===== config.mk =====
export PLATFORM = sky130hd
export DESIGN_NAME = fetch_stage
export DESIGN_NICKNAME = d
export VERILOG_FILES = /design/src/rtl/fetch_stage.sv
export SDC_FILE = /design/constraint.sdc
export NUM_CORES = 1
export LEC_CHECK = 0
export BUFFER_PORTS_ARGS = -buffer_cell sky130_fd_sc_hd__buf_2
export CAP_MARGIN = 20
export CORE_MARGIN = 2
export CORE_UTILIZATION = 35
export CTS_CLUSTER_SIZE = 28
export DETAILED_ROUTE_END_ITERATION = 7
export PLACE_DENSITY = 0.68
export SLEW_MARGIN = 20
export SYNTH_ARGS = -nofsm -noshare
export SYNTH_HDL_FRONTEND = slang
export SYNTH_SLANG_ARGS = --single-unit
export TNS_END_PERCENT = 30

===== constraint.sdc =====
create_clock -name clk -period 1.9 [get_ports clk]
set_input_delay 0.095 -clock clk [delete_from_list [all_inputs] [get_ports clk]]
set_output_delay 0.095 -clock clk [all_outputs]
set_load 0.1 [all_outputs]

===== src/rtl/fetch_stage.sv =====
// Instruction fetch stage: PC register plus IF/ID pipeline register with redirect/stall priority.
// Optional redirect counter enabled by defining FETCH_REDIRECT_CNT_EN.
module fetch_stage #(
  parameter int unsigned PW  = 9,
  parameter logic [31:0] NOP = 32'h0000_0013
) (
  input  logic          clk,
  input  logic          reset_n,
  input  logic          stall,
  input  logic          pc_sel,
  input  logic [31:0]   pc_branch,
  output logic [PW-1:0] imem_addr,
  input  logic [31:0]   imem_rdata,
  output logic [PW-1:0] if_id_pc,
  output logic [31:0]   if_id_instr,
  output logic          if_id_valid,
  output logic          misalign,
  output logic [15:0]   redirect_cnt
);

  logic [PW-1:0] pc_q, pc_d;
  logic [PW-1:0] id_pc_q, id_pc_d;
  logic [31:0]   id_instr_q, id_instr_d;
  logic          id_valid_q, id_valid_d;
  logic          misalign_q, misalign_d;

  // Target bits above the PC width are dropped by design.
  logic unused_branch_hi;
  assign unused_branch_hi = ^pc_branch[31:PW];

  always_comb begin
    pc_d       = pc_q;
    id_pc_d    = id_pc_q;
    id_instr_d = id_instr_q;
    id_valid_d = id_valid_q;
    misalign_d = 1'b0;
    if (pc_sel) begin
      pc_d       = {pc_branch[PW-1:2], 2'b00};
      id_pc_d    = pc_q;
      id_instr_d = NOP;
      id_valid_d = 1'b0;
      misalign_d = |pc_branch[1:0];
    end else if (!stall) begin
      pc_d       = pc_q + PW'(4);
      id_pc_d    = pc_q;
      id_instr_d = imem_rdata;
      id_valid_d = 1'b1;
    end
  end

  always_ff @(posedge clk or negedge reset_n) begin
    if (!reset_n) begin
      pc_q       <= '0;
      id_pc_q    <= '0;
      id_instr_q <= NOP;
      id_valid_q <= 1'b0;
      misalign_q <= 1'b0;
    end else begin
      pc_q       <= pc_d;
      id_pc_q    <= id_pc_d;
      id_instr_q <= id_instr_d;
      id_valid_q <= id_valid_d;
      misalign_q <= misalign_d;
    end
  end

`ifdef FETCH_REDIRECT_CNT_EN
  logic [15:0] cnt_q, cnt_d;

  always_comb begin
    cnt_d = cnt_q;
    if (pc_sel && (cnt_q != 16'hFFFF)) cnt_d = cnt_q + 16'd1;
  end

  always_ff @(posedge clk or negedge reset_n) begin
    if (!reset_n) cnt_q <= '0;
    else          cnt_q <= cnt_d;
  end

  assign redirect_cnt = cnt_q;
`else
  assign redirect_cnt = '0;
`endif

  assign imem_addr   = pc_q;
  assign if_id_pc    = id_pc_q;
  assign if_id_instr = id_instr_q;
  assign if_id_valid = id_valid_q;
  assign misalign    = misalign_q;

endmodule


==> flow_summary.toml, run 1 <==
[floorplanning]
floorplan.rows = 28
num_io_pins = 136
floorplan.die_area_um2 = 6781
floorplan.initialDensity_pct = 36.28
core_region_area_um2 = 5921
fp.dieW_um = 82.35
die_height_um = 82.35

[timing]
clock-skew-final_ps = 1.522
unrepaired_setup_endpoints_after_global_routing = "false"
final.setup.worst_slack_ps = 559.1
max_slew.worst_pin.slew_ps = 575.0
slew_headroom_pct = 61.59
fmax_ghz = 0.7458
fin_crit_sh_pct = 70.57
finalHoldViolations = 0
drv_slew = 0
hold_slack_ps = 15.47
setup-violations-final = 0
final_total_negative_setup_slack_ps = 0
finalCriticalPeriod_ps = 1341

[layout]
most-common-layout-cells = "sky130_fd_sc_hd__buf_2 (92), sky130_fd_sc_hd__dfrtp_1 (45), sky130_fd_sc_hd__nor2_1 (33), sky130_fd_sc_hd__mux2i_1 (33), sky130_fd_sc_hd__conb_1 (20)"
area.growth.synth_to_final_pct = 29.12
post-route-util_pct = 46.85
finish.cell_count_without_fillers = 358
layout.nets = 351
most_common_cell_after_layout_fill_and_taps_aside = "sky130_fd_sc_hd__buf_2"
n_fill_cell = 566
fin_area_um2 = 2774
antennaDiodeCount = 0
drive_gt1_share_pct = 40.64

[pwr]
total_leakage_power_nw = 1.529
power_density_nw_per_um2 = 1087
sw_share_pct = 43.24
internal_power_mw = 1.711
irDropWorstVdd_uv = 550.3
netSwitchingPower_mw = 1.304
sequentialPowerShare_pct = 38.3
total_power_mw = 3.015
clockPowerShare_pct = 25.3
pwr-share-comb_pct = 36.4

[synthesis]
synth.cell_area_um2 = 2148
area_fraction_of_the_dominant_cell_type_after_synthesis_pct = 52.42
synthDominantAreaCellType = "sky130_fd_sc_hd__dfrtp_1"
synthesis.yosys.warnings = 0
mapped_cells = 186
synth-seq-cells = 48
synth_cell_type_count = 22
synthTopCellsByArea = "sky130_fd_sc_hd__dfrtp_1 (52%), sky130_fd_sc_hd__mux2i_1 (15%), sky130_fd_sc_hd__buf_4 (8.4%), sky130_fd_sc_hd__nor2_1 (5.8%), sky130_fd_sc_hd__dfstp_2 (3.7%)"
syn-mean-instance-area_um2 = 11.55
synth-seq-area-share_pct = 56.09

[placement]
placement.cell_area_um2 = 2613
preCtsSetupSlack_ps = 613.4
finalWeightedCongestion = 0.7050
detailed_place_hpwl_um = 3090
post-place-cells = 346
count_of_input_and_output_buffers = 92

[min_path]
timing.hold.worst_endpoint = "misalign"
hold_path_class = "primary input to register"
hold-path-cell-count = 3
min-delay-start = "pc_branch[1]"

[detailed_routing]
firstDrtPassIters = 4
route.vias.total = 1550
drt-wirelength-per-cell_um = 11.78
drt_iter0_drc = 30
post-route-drc-count = 0
ant_nets = 0
vias_per_cell = 4.330
route.final.wire_length_um = 4219

[critical_path]
type_of_the_worst_setup_path = "register to output port"
timing.critical_path.cells = "buf_2"
critPathTopFamily = "flip-flops"
critical_path.startpoint = "if_id_instr[0]"
worstPathRequired_ps = 1800
cp.arrival_ps = 1250
worst-r2r-cell-count = 4
regToRegStartpoint = "imem_addr[2]"
crit_slowest_cell = "sky130_fd_sc_hd__dfstp_2"
cp_num_buf_inv = 1
worst_setup_path_start_kind = "register"
r2r_setup_slack_ps = 610
slowest_delay_ps = 530
timing.rr.end = "imem_addr[8]"
cp-end-kind = "output port"
critPathMaxFanout = 2

[grt]
grt_antenna_before_repair = 0
wire_length_of_the_first_global_routing_pass_um = 6465
grt_start_max_net_pins = 49
groute.usage.overall_pct = 12.66
grt_pass1_vias = 1387
globalRouteOverflowTotal = 0

[clock_tree]
clock_latency_on_the_worst_skew_pair_ps = 290
clkSinkCount = 48
postCtsResizedCells = 0
tritoncts = "done"
tritoncts_buffers = 5
root_buffer = "sky130_fd_sc_hd__clkbuf_8"
clk_path_buf_depth = 2
clkSlewWorstSetupHoldPaths_ps = 80
h-tree-depth = 2
number_of_buffers_added_for_setup_after_cts = 0

[outcome]
run_status = "finished clean"

[run]
maxCapViolCount = 0
## cells by family (layout without fill, tap and decap cells)
family	Yosys count	count (layout)	synth area share [%]
AOI/OAI and AO/OA	10	10	2.446
xor gates and xnor gates	4	4	1.631
adders and majority gates	1	1	0.5823
buffers and inverters	32	110	9.843
DFF	48	48	56.09
muxes	40	40	19.05
other	1	20	0.1746
and+or+nand+nor	50	50	10.19
## cells in the mapped netlist
master and instances:
sky130_fd_sc_hd__dfrtp_1 45, sky130_fd_sc_hd__mux2i_1 33, sky130_fd_sc_hd__nor2_1 33, sky130_fd_sc_hd__buf_4 24, sky130_fd_sc_hd__nand2_1 10, sky130_fd_sc_hd__mux2_2 7
sky130_fd_sc_hd__clkbuf_1 5, sky130_fd_sc_hd__o21ai_1 4, sky130_fd_sc_hd__dfstp_2 3, sky130_fd_sc_hd__o21ai_0 3, sky130_fd_sc_hd__xor2_1 3, sky130_fd_sc_hd__a31oi_1 2
sky130_fd_sc_hd__inv_1 2, sky130_fd_sc_hd__nand4b_1 2, sky130_fd_sc_hd__nor2b_1 2, sky130_fd_sc_hd__or3_1 2, sky130_fd_sc_hd__a21oi_1 1, sky130_fd_sc_hd__buf_2 1
sky130_fd_sc_hd__conb_1 1, sky130_fd_sc_hd__ha_1 1, sky130_fd_sc_hd__nand4b_2 1, sky130_fd_sc_hd__xnor2_1 1
## final cells by class
type / count / area, um^2 / share of cell area (%)
clock buffers: 6 / 82.58 / 2.977
clock inverters: 2 / 38.79 / 1.398
inverters: 2 / 7.507 / 0.2706
multi-input cells: 125 / 803.3 / 28.96
flip-flops and latches: 48 / 1205 / 43.44
well taps: 75 / 93.84 / 3.383
repair buffers: 100 / 543.0 / 19.58
## power by group through the flow
stage	clock network (mW)	registers, mW	logic [mW]
4_1_cts	0.792	1.16	1.11
6_report	0.762	1.15	1.10
2_1_floorplan	0	1.76	0.355
5_1_grt	0.848	1.17	1.14
3_5_place_dp	0	1.18	1.10
3_3_place_gp	0	1.18	1.09
## repair_timing
item,4_1_cts,5_1_grt
setup endpoints to repair,0,0
hold buffers,4,0
hold endpoints to repair,48,0
## worst max-delay path by stage
stage	to	slack, ps	depth (start not counted)
global placement	imem_addr[8]	630	4
finish	if_id_instr[0]	560	1
CTS	if_id_instr[0]	540	1
floorplan	imem_addr[8]	3	4
global route	imem_addr[4]	500	1
detailed placement	imem_addr[8]	610	4
## sequential cells by signal, indices dropped and copies added (netlist names)
register / cells
imem_addr: 7
if_id_valid: 1
misalign: 1
if_id_pc: 7
if_id_instr: 32
## routing by layer
metal / global-route usage (%) / up-vias / part of all wire, %
met5: 0 / - / 0
met4: 5.000 / 0 / 1.1
met3: 3.478 / 4 / 7.6
met2: 21.94 / 61 / 50
met1: 14.80 / 719 / 42
li1: - / 766 / -
Power figures use the tool's default switching activity.
==> run 2, diff against run 1 <==
Settings changed: PLACE_DENSITY 0.68 to 0.71.
Clock period 1.9 ns to 1.1 ns, I/O delays scaled along.
==> run 2 against run 1 <==
  * The flow now finishes with violations (setup timing)
  * Flip-flop and latch count unchanged
  * Largest cell class is now buffers
  * Largest power group is now combinational cells
  * Die area unchanged
  * Combinational power increased by 130%
  * Setup slack got worse by 690 ps
  * Sequential power increased by 81%
  * Utilization increased by 18 points
  * Cell count increased by 8.9%
  * Cell area increased by 38%
  * Clock power increased by 40%
==> flow_summary.toml, run 2 (synthesized netlist as in run 1, its figures left out) <==
[floorplanning]
core_region_area_um2 = 5921
fp.dieW_um = 82.35
num_io_pins = 136
die_height_um = 82.35
floorplan.rows = 28
floorplan.initialDensity_pct = 36.28
floorplan.die_area_um2 = 6781

[outcome]
violated_checks = "setup timing"
run_status = "finished, violations left"

[clock_tree]
tritoncts = "done"
clk_path_buf_depth = 2
root_buffer = "sky130_fd_sc_hd__clkbuf_8"
clock_latency_on_the_worst_skew_pair_ps = 300
h-tree-depth = 2
clkSlewWorstSetupHoldPaths_ps = 90
clkSinkCount = 48
tritoncts_buffers = 5

[run]
maxCapViolCount = 0

[detailed_routing]
drt-wirelength-per-cell_um = 13.43
drt_iter0_drc = 59
route.vias.total = 1737
route.final.wire_length_um = 5238
firstDrtPassIters = 4
ant_nets = 0
post-route-drc-count = 0
vias_per_cell = 4.454

[layout]
largest_register_ff_count = 32
fin_area_um2 = 3821
layout.nets = 383
area.growth.synth_to_final_pct = 77.87
antennaDiodeCount = 0
most_common_cell_after_layout_fill_and_taps_aside = "sky130_fd_sc_hd__buf_12"
drive_gt1_share_pct = 45.71
post-route-util_pct = 64.54
most-common-layout-cells = "sky130_fd_sc_hd__buf_12 (48), sky130_fd_sc_hd__buf_2 (44), sky130_fd_sc_hd__nor2_1 (33), sky130_fd_sc_hd__mux2i_1 (33), sky130_fd_sc_hd__dfrtp_1 (31)"
n_fill_cell = 449

[min_path]
hold_path_class = "primary input to register"
hold-path-cell-count = 3

[timing]
fin_crit_sh_pct = 111.6
unrepaired_setup_endpoints_after_global_routing = "true"
finalCriticalPeriod_ps = 1228
clock-skew-final_ps = 4.613
final.setup.worst_slack_ps = -128.1
fmax_ghz = 0.8143
finalHoldViolations = 0
setup-violations-final = 11
drv_slew = 0

[pwr]
power_density_nw_per_um2 = 1489
clockPowerShare_pct = 18.8
total_leakage_power_nw = 1.863
irDropWorstVdd_uv = 737.3
sequentialPowerShare_pct = 36.5
netSwitchingPower_mw = 2.388
sw_share_pct = 41.97
pwr-share-comb_pct = 44.6
internal_power_mw = 3.301

[placement]
count_of_input_and_output_buffers = 92
placement.cell_area_um2 = 3455
detailed_place_hpwl_um = 3751
finalWeightedCongestion = 0.7152

[grt]
groute.usage.overall_pct = 16.29
grt_start_max_net_pins = 49
globalRouteOverflowTotal = 0
wire_length_of_the_first_global_routing_pass_um = 8328
grt_pass1_vias = 1818
grt_antenna_before_repair = 0

[critical_path]
cp-end-kind = "register"
worst-r2r-cell-count = 4
worst_setup_path_start_kind = "register"
cp.arrival_ps = 1450
worstPathRequired_ps = 1320
type_of_the_worst_setup_path = "register to register"
critPathMaxFanout = 3
==> run 2: final cells by class <==
| type | instances | area, um^2 | share of cell area [%] |
|---|---|---|---|
| multi-input cells | 125 | 827.0 | 21.64 |
| inverters | 2 | 7.507 | 0.1965 |
| clock inverters | 2 | 10.01 | 0.2620 |
| well taps | 75 | 93.84 | 2.456 |
| flip-flops and latches | 48 | 1235 | 32.32 |
| repair buffers | 132 | 1565 | 40.96 |
| clock buffers | 6 | 82.58 | 2.161 |
==> run 2: metrics by stage <==
| step | std cells | setup slack (ps) | setup TNS (ps) | hold WS (ps) | power (mW) |
|---|---|---|---|---|---|
| after floorplan | 205 | -303.5 | -5061 | -240.6 | 3.699 |
| after global placement | 357 | -46.65 | -75.35 | 60.44 | 4.531 |
| after detailed placement | 357 | -56.74 | -114.0 | 67.21 | 4.562 |
| after CTS | 390 | -134.5 | -848.0 | 0.4504 | 5.749 |
| after global routing | 390 | -201.7 | -1331 | 0.6244 | 5.945 |
| final | 390 | -128.1 | -724.6 | 7.176 | 5.689 |
==> run 2: path summary, 6_finish.rpt <==
path,from,end,slack (ps)
worst max-delay path,imem_addr[3],imem_addr[8],-130
worst min-delay path,imem_rdata[10],if_id_instr[10],7
worst max register to register,imem_addr[3],imem_addr[8],-130
worst min register to register,if_id_pc[5],if_id_pc[5],560
max in group asynchronous,reset_n,if_id_instr[1],530
min in group asynchronous,reset_n,if_id_pc[6],260
==> run 2: worst max-delay path: stages, from the launching register on <==
cell and delay, ps:
sky130_fd_sc_hd__dfrtp_4 450, sky130_fd_sc_hd__ha_4 140, sky130_fd_sc_hd__nand2_1 50, sky130_fd_sc_hd__or3_1 340, sky130_fd_sc_hd__a31oi_1 170
==> run 2: routing by layer <==
layer / GRT usage [%] / part of all wire (%)
met2: 29.44 / 54
met5: 0 / 0
met4: 3.500 / 0.15
met3: 5.761 / 7.8
met1: 18.38 / 38
==> run 2: power groups by stage <==
stage          clock network, mW  registers, mW  logic [mW]
4_1_cts                     1.13           2.08        2.54
6_report                    1.07           2.08        2.54
3_3_place_gp                   0           2.10        2.43
3_5_place_dp                   0           2.11        2.45
5_1_grt                     1.22           2.10        2.63
2_1_floorplan                  0           3.08       0.618
==> run 2: timing repair <==
item	in CTS	in global routing
hold endpoints to repair	67	0
resized for setup	5	4
setup endpoints to repair	13	17
pin swaps	8	0
hold buffers	23	0
setup buffers	2	0
==> run 3, diff against run 2 <==
Settings changed: PLACE_DENSITY 0.71 to unset, PLACE_DENSITY_LB_ADDON set to 0.2, REMOVE_ABC_BUFFERS set to 1.
Clock period 1.1 ns to 1.47 ns, I/O delays scaled along.
==> run 3 against run 2 <==
  * The run now ends clean
  * Count of clock-buffer cells in the layout is 1 higher
  * Sequential power is 28% lower
  * Cell area is 25% lower
  * Via count is 5.1% lower
  * Register-to-register slack better by 310 ps
  * Global-route usage is 2.5 points lower
  * Sequential share of layout area is 9.5 points higher
  * Die area stayed put
  * First-iteration DRC count is 54% lower
  * Combinational power is 43% lower
  * Hold slack better by 7.6 ps
  * Largest cell class is now flip-flops and latches
==> flow_summary.toml, run 3 (synthesized netlist as in run 1, its figures left out) <==
[grt]
groute.usage.overall_pct = 13.82
grt_pass1_vias = 1481
globalRouteOverflowTotal = 0
grt_start_max_net_pins = 41
grt_antenna_before_repair = 0
wire_length_of_the_first_global_routing_pass_um = 7024

[detailed_routing]
route.vias.total = 1648
firstDrtPassIters = 4
ant_nets = 0
drt_iter0_drc = 27
route.final.wire_length_um = 4539
post-route-drc-count = 0
drt-wirelength-per-cell_um = 12.27
vias_per_cell = 4.454

[pwr]
total_leakage_power_nw = 1.579
power_density_nw_per_um2 = 1377
irDropWorstVdd_uv = 747.2

[placement]
finalWeightedCongestion = 0.6674
count_of_input_and_output_buffers = 92
detailed_place_hpwl_um = 3281
preCtsSetupSlack_ps = 217.0
post-place-cells = 349

[critical_path]
cp_num_buf_inv = 1
type_of_the_worst_setup_path = "register to output port"
critPathMaxFanout = 6
timing.critical_path.cells = "buf_2"
crit_slowest_cell = "sky130_fd_sc_hd__dfrtp_1"
worstPathRequired_ps = 1400
cp.arrival_ps = 1240
cp-end-kind = "output port"
critPathTopFamily = "flip-flops"
worst_setup_path_start_kind = "register"
slowest_delay_ps = 480

[layout]
area.growth.synth_to_final_pct = 34.01
layout.nets = 363
most_common_cell_after_layout_fill_and_taps_aside = "sky130_fd_sc_hd__buf_2"
n_fill_cell = 566
drive_gt1_share_pct = 40.00
finish.cell_count_without_fillers = 370
post-route-util_pct = 48.63
most-common-layout-cells = "sky130_fd_sc_hd__buf_2 (92), sky130_fd_sc_hd__dfrtp_1 (45), sky130_fd_sc_hd__nor2_1 (33), sky130_fd_sc_hd__mux2i_1 (33), sky130_fd_sc_hd__conb_1 (20)"
antennaDiodeCount = 0
largest_register_ff_count = 32

[floorplanning]
core_region_area_um2 = 5921
floorplan.initialDensity_pct = 36.28
floorplan.die_area_um2 = 6781
num_io_pins = 136
fp.dieW_um = 82.35
floorplan.rows = 28
die_height_um = 82.35

[clock_tree]
root_buffer = "sky130_fd_sc_hd__clkbuf_8"
clkSlewWorstSetupHoldPaths_ps = 80
postCtsResizedCells = 0
tritoncts = "done"
clock_latency_on_the_worst_skew_pair_ps = 290
number_of_buffers_added_for_setup_after_cts = 0
h-tree-depth = 2
clkSinkCount = 48
tritoncts_buffers = 5
clk_path_buf_depth = 2

[min_path]
hold_path_class = "primary input to register"

[outcome]
run_status = "finished clean"

[timing]
setup-violations-final = 0
final_total_negative_setup_slack_ps = 0
fin_crit_sh_pct = 89.65
drv_slew = 0
clock-skew-final_ps = 4.570
finalCriticalPeriod_ps = 1318
unrepaired_setup_endpoints_after_global_routing = "false"
finalHoldViolations = 0
fmax_ghz = 0.7588
final.setup.worst_slack_ps = 152.1

[run]
maxCapViolCount = 0
[run 3: metal layers]
layer | vias to the layer above | global-route usage, % | share of wire, %
met4 | 0 | 4.000 | 0.95
li1 | 790 | - | -
met3 | 6 | 5.543 | 11
met5 | - | 0 | 0
met2 | 86 | 20.40 | 41
met1 | 766 | 18.69 | 46
[run 3: area by class of cell]
class / instances / area [um^2] / area share, %
clock buffer: 7 / 96.34 / 3.346
clock inverter: 1 / 30.03 / 1.043
inverter: 2 / 7.507 / 0.2608
multi-input combinational: 125 / 803.3 / 27.90
sequential: 48 / 1205 / 41.85
tap: 75 / 93.84 / 3.259
timing repair buffer: 112 / 643.1 / 22.34
[run 3: report_power, final]
| group | switching, mW | internal [mW] |
|---|---|---|
| logic | 1.20 | 0.250 |
| clock network | 0.423 | 0.600 |
| registers | 0.0681 | 1.43 |
| total | 1.69 | 2.28 |
[run 3: tightest hold or removal path, cell delays in order]
cell                      delay (ps)
sky130_fd_sc_hd__buf_2            80
sky130_fd_sc_hd__mux2i_1          50
sky130_fd_sc_hd__nand2_1          60
[run 3: per-stage QoR]
stage	power, mW	hold WS (ps)	area (um^2)
2_1_floorplan	2.655	-222.1	2016
3_3_place_gp	2.941	63.42	2623
3_5_place_dp	2.949	63.42	2623
4_1_cts	4.024	3.200	2879
5_1_grt	4.152	5.150	2879
6_report	3.964	14.80	2879
[run 3: timing repair]
item	CTS	global route
setup endpoints to repair	0	0
hold buffers	13	0
endpoints found under the hold margin	29	0
[run 3: worst paths after layout]
| check | slack (ps) | depth (start not counted) | end | startpoint |
|---|---|---|---|---|
| max reg2reg | 180 | 4 | imem_addr[8] | imem_addr[3] |
| min reg2reg | 510 | 1 | if_id_pc[7] | if_id_pc[7] |
| max | 150 | 1 | imem_addr[4] | imem_addr[4] |
| min | 10 | 3 | if_id_instr[0] | imem_rdata[0] |
| max in group asynchronous | 590 | 3 | if_id_instr[0] | reset_n |
| min in group asynchronous | 260 | 2 | if_id_pc[6] | reset_n |
